**src/rtl/pipelined_rca_pkg.sv**
```systemverilog
// Shared types and helpers for the pipelined ripple-carry add/subtract unit.
package pipelined_rca_pkg;

  // Widest chunk a single pipeline stage may resolve.
  localparam int unsigned MaxChunkW = 64;

  typedef struct packed {
    logic [MaxChunkW-1:0] s;
    logic                 c;
  } chunk_res_t;

  function automatic int unsigned chunk_width(input int unsigned width,
                                              input int unsigned stages);
    return (stages == 0) ? 0 : width / stages;
  endfunction

  function automatic chunk_res_t make_chunk_res(input logic [MaxChunkW-1:0] s,
                                                input logic                 c);
    chunk_res_t r;
    r.s = s;
    r.c = c;
    return r;
  endfunction

endpackage

```
**src/rtl/rca_chunk.sv**
```systemverilog
// Combinational Width-bit ripple-carry adder built from full-adder equations.
module rca_chunk #(
  parameter int unsigned Width = 4
) (
  input  logic [Width-1:0] a_i,
  input  logic [Width-1:0] b_i,
  input  logic             ci_i,
  output logic [Width-1:0] s_o,
  output logic             co_o
);

  logic c;

  always_comb begin
    c   = ci_i;
    s_o = '0;
    for (int i = 0; i < Width; i++) begin
      s_o[i] = a_i[i] ^ b_i[i] ^ c;
      c      = (a_i[i] & b_i[i]) | (c & (a_i[i] ^ b_i[i]));
    end
    co_o = c;
  end

endmodule

```
**src/rtl/pipelined_rca.sv**
```systemverilog
// Pipelined WIDTH-bit ripple-carry add/subtract, one CW-bit chunk per stage.
// Define PIPELINED_RCA_OVF_EN to add the signed-overflow output ovf.
module pipelined_rca
  import pipelined_rca_pkg::*;
#(
  parameter int unsigned WIDTH  = 16,
  parameter int unsigned STAGES = 4
) (
  input  logic             clk,
  input  logic             rst,
  input  logic             in_valid,
  output logic             in_ready,
  input  logic [WIDTH-1:0] a,
  input  logic [WIDTH-1:0] b,
  input  logic             cin,
  input  logic             sub,
  output logic             out_valid,
  input  logic             out_ready,
  output logic [WIDTH-1:0] sum,
  output logic             cout
`ifdef PIPELINED_RCA_OVF_EN
  ,
  output logic             ovf
`endif
);

  localparam int unsigned CW = chunk_width(WIDTH, STAGES);

  if (STAGES < 1 || (WIDTH % STAGES) != 0 || CW > MaxChunkW) begin : g_bad_params
    $error("pipelined_rca: WIDTH must be a non-zero multiple of STAGES");
  end

  logic                          adv;
  logic [STAGES-1:0]             valid_q, valid_d;
  logic [STAGES-1:0][WIDTH-1:0]  a_q, a_d;
  logic [STAGES-1:0][WIDTH-1:0]  b_q, b_d;
  logic [STAGES-1:0][WIDTH-1:0]  s_q, s_d;
  logic [STAGES-1:0]             c_q, c_d;
  chunk_res_t [STAGES-1:0]       res;
  logic [WIDTH-1:0]              b_cap;

  // Subtraction is a + ~b + 1; B is inverted once, at capture.
  assign b_cap = sub ? ~b : b;

  assign adv       = !valid_q[STAGES-1] | out_ready;
  assign in_ready  = adv;
  assign out_valid = valid_q[STAGES-1];
  assign sum       = s_q[STAGES-1];
  assign cout      = c_q[STAGES-1];

`ifdef PIPELINED_RCA_OVF_EN
  logic ovf_d, ovf_q;
`endif

  for (genvar k = 0; k < STAGES; k++) begin : g_stage
    logic [CW-1:0]    ca, cb, cs;
    logic             ci, co;
    logic [WIDTH-1:0] s_prev, s_new;

    if (k == 0) begin : g_first
      assign ca         = a[CW-1:0];
      assign cb         = b_cap[CW-1:0];
      assign ci         = sub ? 1'b1 : cin;
      assign s_prev     = '0;
      assign a_d[k]     = a;
      assign b_d[k]     = b_cap;
      assign valid_d[k] = in_valid;
    end else begin : g_next
      assign ca         = a_q[k-1][k*CW +: CW];
      assign cb         = b_q[k-1][k*CW +: CW];
      assign ci         = c_q[k-1];
      assign s_prev     = s_q[k-1];
      assign a_d[k]     = a_q[k-1];
      assign b_d[k]     = b_q[k-1];
      assign valid_d[k] = valid_q[k-1];
    end

    rca_chunk #(
      .Width(CW)
    ) u_chunk (
      .a_i (ca),
      .b_i (cb),
      .ci_i(ci),
      .s_o (cs),
      .co_o(co)
    );

    assign res[k] = make_chunk_res(MaxChunkW'(cs), co);

    // Lower chunks already resolved travel forward; this stage fills chunk k.
    always_comb begin
      s_new              = s_prev;
      s_new[k*CW +: CW]  = res[k].s[CW-1:0];
    end

    assign s_d[k] = s_new;
    assign c_d[k] = res[k].c;

`ifdef PIPELINED_RCA_OVF_EN
    if (k == STAGES - 1) begin : g_ovf
      // a ^ b' ^ s at the MSB recovers the carry into the MSB.
      assign ovf_d = ca[CW-1] ^ cb[CW-1] ^ cs[CW-1] ^ co;
    end
`endif
  end

  always_ff @(posedge clk) begin
    if (rst) begin
      valid_q <= '0;
      a_q     <= '0;
      b_q     <= '0;
      s_q     <= '0;
      c_q     <= '0;
    end else if (adv) begin
      valid_q <= valid_d;
      a_q     <= a_d;
      b_q     <= b_d;
      s_q     <= s_d;
      c_q     <= c_d;
    end
  end

`ifdef PIPELINED_RCA_OVF_EN
  always_ff @(posedge clk) begin
    if (rst) begin
      ovf_q <= 1'b0;
    end else if (adv) begin
      ovf_q <= ovf_d;
    end
  end

  assign ovf = ovf_q;
`endif

  // Consumed operand chunks and not-yet-resolved sum chunks have no readers.
  logic unused_bits;
  assign unused_bits = ^{a_q, b_q, s_q, res};

endmodule

```
**config.mk**
```make
export PLATFORM = sky130hd
export DESIGN_NAME = pipelined_rca
export DESIGN_NICKNAME = d
export VERILOG_FILES = /design/src/rtl/pipelined_rca_pkg.sv /design/src/rtl/rca_chunk.sv /design/src/rtl/pipelined_rca.sv
export SDC_FILE = /design/constraint.sdc
export NUM_CORES = 1
export LEC_CHECK = 0
export ABC_CLOCK_PERIOD_IN_PS = 6100
export BUFFER_PORTS_ARGS = -buffer_cell sky130_fd_sc_hd__buf_2
export CAP_MARGIN = 20
export CORE_MARGIN = 10
export CORE_UTILIZATION = 35
export DETAILED_ROUTE_END_ITERATION = 6
export GPL_ROUTABILITY_DRIVEN = 0
export PLACE_DENSITY = 0.5
export SLEW_MARGIN = 30
export SYNTH_ARGS = -nofsm -noshare
export SYNTH_HDL_FRONTEND = slang
export SYNTH_SLANG_ARGS = --single-unit
```
**constraint.sdc**
```tcl
create_clock -name clk -period 6.1 [get_ports clk]
set_input_delay 0.305 -clock clk [delete_from_list [all_inputs] [get_ports clk]]
set_output_delay 0.305 -clock clk [all_outputs]
set_load 0.03 [all_outputs]
```
==> impl_table.tex <==
\begin{tabular}{lr}
\hline
Metric & Value \\
\hline
\multicolumn{2}{l}{\textbf{Status}} \\
\quad Status & finished, final reports clean \\
\multicolumn{2}{l}{\textbf{Clocking}} \\
\quad Number of gates resized after CTS & 0 \\
\quad Longest Clk Path Bufs & 2 \\
\quad Root Buffer Master & sky130\_fd\_sc\_hd\_\_clkbuf\_16 \\
\quad Count of hold-fix buffers inserted at cts & 0 \\
\quad H-tree lvl count & 3 \\
\quad CTS tree & done \\
\quad Clock slew at reported path FFs & 0.06 ns \\
\quad Cts bufs inserted & 9 \\
\quad Number of buffers added for setup after CTS & 0 \\
\quad CTS Sinks & 96 \\
\quad Clock network latency to the later pin of the worst-skew pair & 0.33 ns \\
\multicolumn{2}{l}{\textbf{Pwr}} \\
\quad Overall power of the completed layout & 1.331 mW \\
\quad Worst supply voltage drop on vdd & 200.1 uV \\
\quad Leakage dissipation & 1.829 nW \\
\quad PwrDens & 294.9 nW/um\^{}2 \\
\multicolumn{2}{l}{\textbf{STA}} \\
\quad Worst Tran Pin Value & 0.7979 ns \\
\quad Relative slew slack & 46.81\% \\
\quad Final count of negative-setup-slack endpoints & 0 \\
\quad Final setup TNS & 0 ns \\
\quad Ratio of final minimum period to clock period & 48.27\% \\
\quad Number of slew-limit violations in the final report & 0 \\
\quad Setup repair after global routing missed its margin & no \\
\quad Clock tree skew after final layout & 0.004087 ns \\
\quad Min cycle time layout & 2.945 ns \\
\quad Highest Clock Rate & 339.6 MHz \\
\quad Final Hold Violating Endpoints & 0 \\
\multicolumn{2}{l}{\textbf{Drt}} \\
\quad Met2 routed WL & 3.848 mm \\
\quad Antenna violation net count after detailed routing & 0 \\
\quad Met3 Routed Length & 461 um \\
\quad Detailed-route DRC error count & 0 \\
\quad Wire length after detailed routing & 7.861 mm \\
\quad Uppermost layer routed & met4 \\
\quad Routed WL per cell & 12.38 um \\
\quad Count of TritonRoute iterations in the first routing pass & 4 \\
\quad Via Count & 2888 \\
\quad Detailed-route vias per instance & 4.548 \\
\quad Violation count after the first detailed-routing iteration & 200 \\
\quad Met1 wire length & 3.449 mm \\
\multicolumn{2}{l}{\textbf{Worst setup path}} \\
\quad Required time worst endpoint & 5.79 ns \\
\quad FF-to-FF path depth & 6 \\
\quad Peak per-stage delay on the critical path & 0.61 ns \\
\quad Critical path buffers and inverters & 4 \\
\quad Critical path endpoint category & primary output \\
\quad Most repeated library cell on the critical path & sky130\_fd\_sc\_hd\_\_buf\_4 \\
\quad Logic depth of the worst path, buffers included & 5 \\
\quad Launch point of the worst reg-to-reg path & valid\_q[3]\$\_SDFFE\_PP0P\_ \\
\quad Slowest stage cell on the critical path & sky130\_fd\_sc\_hd\_\_buf\_4 \\
\quad Launching element of the worst setup path & valid\_q[3]\$\_SDFFE\_PP0P\_ \\
\quad Critical path fanouts, max & 78 \\
\quad Setup Crit Path Kind & flip-flop to primary output \\
\quad CP Data Arrival Time & 2.64 ns \\
\quad Nature of the critical path startpoint & flip-flop \\
\quad List of cells traversed by the critical path & nor2b\_4, buf\_4, inv\_4, buf\_4, buf\_2 \\
\quad Largest delay share family, worst path & buffers and inverters \\
\multicolumn{2}{l}{\textbf{Cells and area}} \\
\quad Area used by sequential logic in the layout & 1922 um\^{}2 \\
\quad Final Util & 41.09\% \\
\quad Net total in the final layout & 544 \\
\quad Ratio of cells with drive above 1 in the final layout & 18.22\% \\
\quad Total of fill cells in the finished design & 1132 \\
\quad Multi-input gate area in the final layout & 1740 um\^{}2 \\
\quad Number of standard cells in the layout, taps in and fillers out & 635 \\
\quad Post-synthesis to final-layout area growth & 13.71\% \\
\multicolumn{2}{l}{\textbf{Synth}} \\
\quad Area share of the largest cell type after synthesis & 48.42\% \\
\quad Post-synthesis instance area & 3969 um\^{}2 \\
\quad Share of flip-flops with an asynchronous set or reset & 0\% \\
\quad Count of flip-flops with a built-in enable after synthesis & 0 \\
\quad Library cells used by synthesis & 16 \\
\quad Avg Cell Area, Syn & 8.723 um\^{}2 \\
\quad Number of nets in the synthesized netlist & 509 \\
\quad Cell type with the highest aggregate area in the netlist & sky130\_fd\_sc\_hd\_\_dfxtp\_1 \\
\quad Leading cell types by count after synthesis & sky130\_fd\_sc\_hd\_\_nand2\_1 (144), sky130\_fd\_sc\_hd\_\_dfxtp\_1 (96), sky130\_fd\_sc\_hd\_\_a21oi\_1 (72) \\
\quad Synth area leaders & sky130\_fd\_sc\_hd\_\_dfxtp\_1 (48\%), sky130\_fd\_sc\_hd\_\_nand2\_1 (14\%), sky130\_fd\_sc\_hd\_\_a21oi\_1 (9.1\%), sky130\_fd\_sc\_hd\_\_fa\_1 (8.1\%), sky130\_fd\_sc\_hd\_\_a211oi\_2 (6.0\%) \\
\quad Sequential share of the synthesized area & 48.42\% \\
\quad Register bit count reported by yosys & 96 \\
\quad Number of warnings printed during yosys synthesis & 0 \\
\quad Leading register cell type out of synthesis & sky130\_fd\_sc\_hd\_\_dfxtp\_1 \\
\quad Post-synthesis instance total & 455 \\
\quad Dominant cell by count in the synthesized netlist & sky130\_fd\_sc\_hd\_\_nand2\_1 \\
\multicolumn{2}{l}{\textbf{Die}} \\
\quad Number of top-level design ports & 57 \\
\quad Row cnt & 38 \\
\quad Vertical die dimension & 126.5 um \\
\quad Die width & 126.5 um \\
\quad Die outline area & 16000 um\^{}2 \\
\quad Placeable core region & 10980 um\^{}2 \\
\quad Starting Density & 36.14\% \\
\multicolumn{2}{l}{\textbf{Worst hold path}} \\
\quad Hold Startpoint & a[9] \\
\quad Type of the tightest min-delay check & input port to flip-flop \\
\quad Worst hold path cell count & 3 \\
\multicolumn{2}{l}{\textbf{Global route}} \\
\quad Largest net degree at the start of global routing & 97 \\
\quad Antenna violations before repair & 0 \\
\quad Vias in the first global route & 2862 \\
\quad Total global routing track utilization & 9.951\% \\
\quad Overflow left after global routing & 0 \\
\quad Global-route wire length before repair & 13.39 mm \\
\multicolumn{2}{l}{\textbf{Place}} \\
\quad Buffers added on ports & 56 \\
\quad Instance count after placement with tap cells included & 619 \\
\quad Final HPWL from detailed placement & 5.135 mm \\
\multicolumn{2}{l}{\textbf{Flow run}} \\
\quad Max-Cap Viols & 0 \\
\hline
\end{tabular}
## cell usage in the layout, fill, tap and decap left out
cell type and instances:
sky130_fd_sc_hd__a211oi_2 19, sky130_fd_sc_hd__diode_2 1, sky130_fd_sc_hd__inv_4 1, sky130_fd_sc_hd__buf_2 55, sky130_fd_sc_hd__a21oi_1 72, sky130_fd_sc_hd__xnor2_1 12
sky130_fd_sc_hd__dfxtp_1 96, sky130_fd_sc_hd__clkbuf_8 2, sky130_fd_sc_hd__clkbuf_1 4, sky130_fd_sc_hd__a211oi_1 4, sky130_fd_sc_hd__nand2_1 144, sky130_fd_sc_hd__inv_1 26
sky130_fd_sc_hd__buf_4 2, sky130_fd_sc_hd__fa_1 16, sky130_fd_sc_hd__clkbuf_16 9, sky130_fd_sc_hd__nor2_1 26, sky130_fd_sc_hd__xor2_1 4, sky130_fd_sc_hd__nor2b_4 1
sky130_fd_sc_hd__buf_6 1
## registers in the layout, indices dropped and copies added (netlist names)
name / cells
a_d: 24
b_d: 24
g_stage.s_prev: 24
sum: 16
c_q: 4
valid_q: 4
## tightest hold or removal path: stages
cell and delay, ns:
sky130_fd_sc_hd__buf_2 0.10, sky130_fd_sc_hd__nand2_1 0.04, sky130_fd_sc_hd__a21oi_1 0.05
## per-layer routing
| layer | vias to the layer above | global-route usage [%] |
|---|---|---|
| met3 | 10 | 4.123 |
| met4 | 0 | 3.215 |
| met2 | 36 | 16.86 |
| met1 | 1337 | 11.08 |
| met5 | - | 0 |
| li1 | 1505 | - |
## final cells by class
cell class	count	area share [%]
Sequential cell	96	42.58
Multi-Input combinational cell	298	38.56
Inverter	27	2.301
Timing Repair Buffer	58	6.681
Tap cell	140	3.881
Antenna cell	1	0.05545
Clock buffer	15	5.933
## final timing paths
kind,to,slack [ns]
setup reg to reg,b_d[27]$_SDFFE_PP0P_,3.70
hold / removal,a_d[25]$_SDFFE_PP0P_,0.21
setup / recovery,in_ready,3.16
hold reg to reg,sum[10]$_SDFFE_PP0P_,0.45
## where the power goes
group	switching (mW)	internal, mW
Sequential	0.0206	0.669
Clock	0.216	0.297
Combinational	0.0737	0.0550
Total	0.310	1.02
## logic make-up (layout without fill, tap and decap cells)
logic type,after synthesis,after routing,share of synthesized area (%)
simple gates,171,171,16.30
flops,96,96,48.42
compound gates,95,95,15.83
buf+inv,61,100,7.850
fa+ha+maj,16,16,8.071
xor+xnor,16,16,3.531
other cells,0,1,0
## metrics by stage
step | instance area (um^2) | hold WS [ns] | setup slack (ns)
6_report | 4513 | 0.2099 | 3.155
5_1_grt | 4511 | 0.2130 | 2.909
4_1_cts | 4511 | 0.1964 | 3.095
3_5_place_dp | 4243 | 0.4429 | 3.428
3_3_place_gp | 4239 | 0.4373 | 3.455
2_1_floorplan | 3969 | 0.4319 | 3.635
No activity file was read; power rests on OpenSTA's default activity.
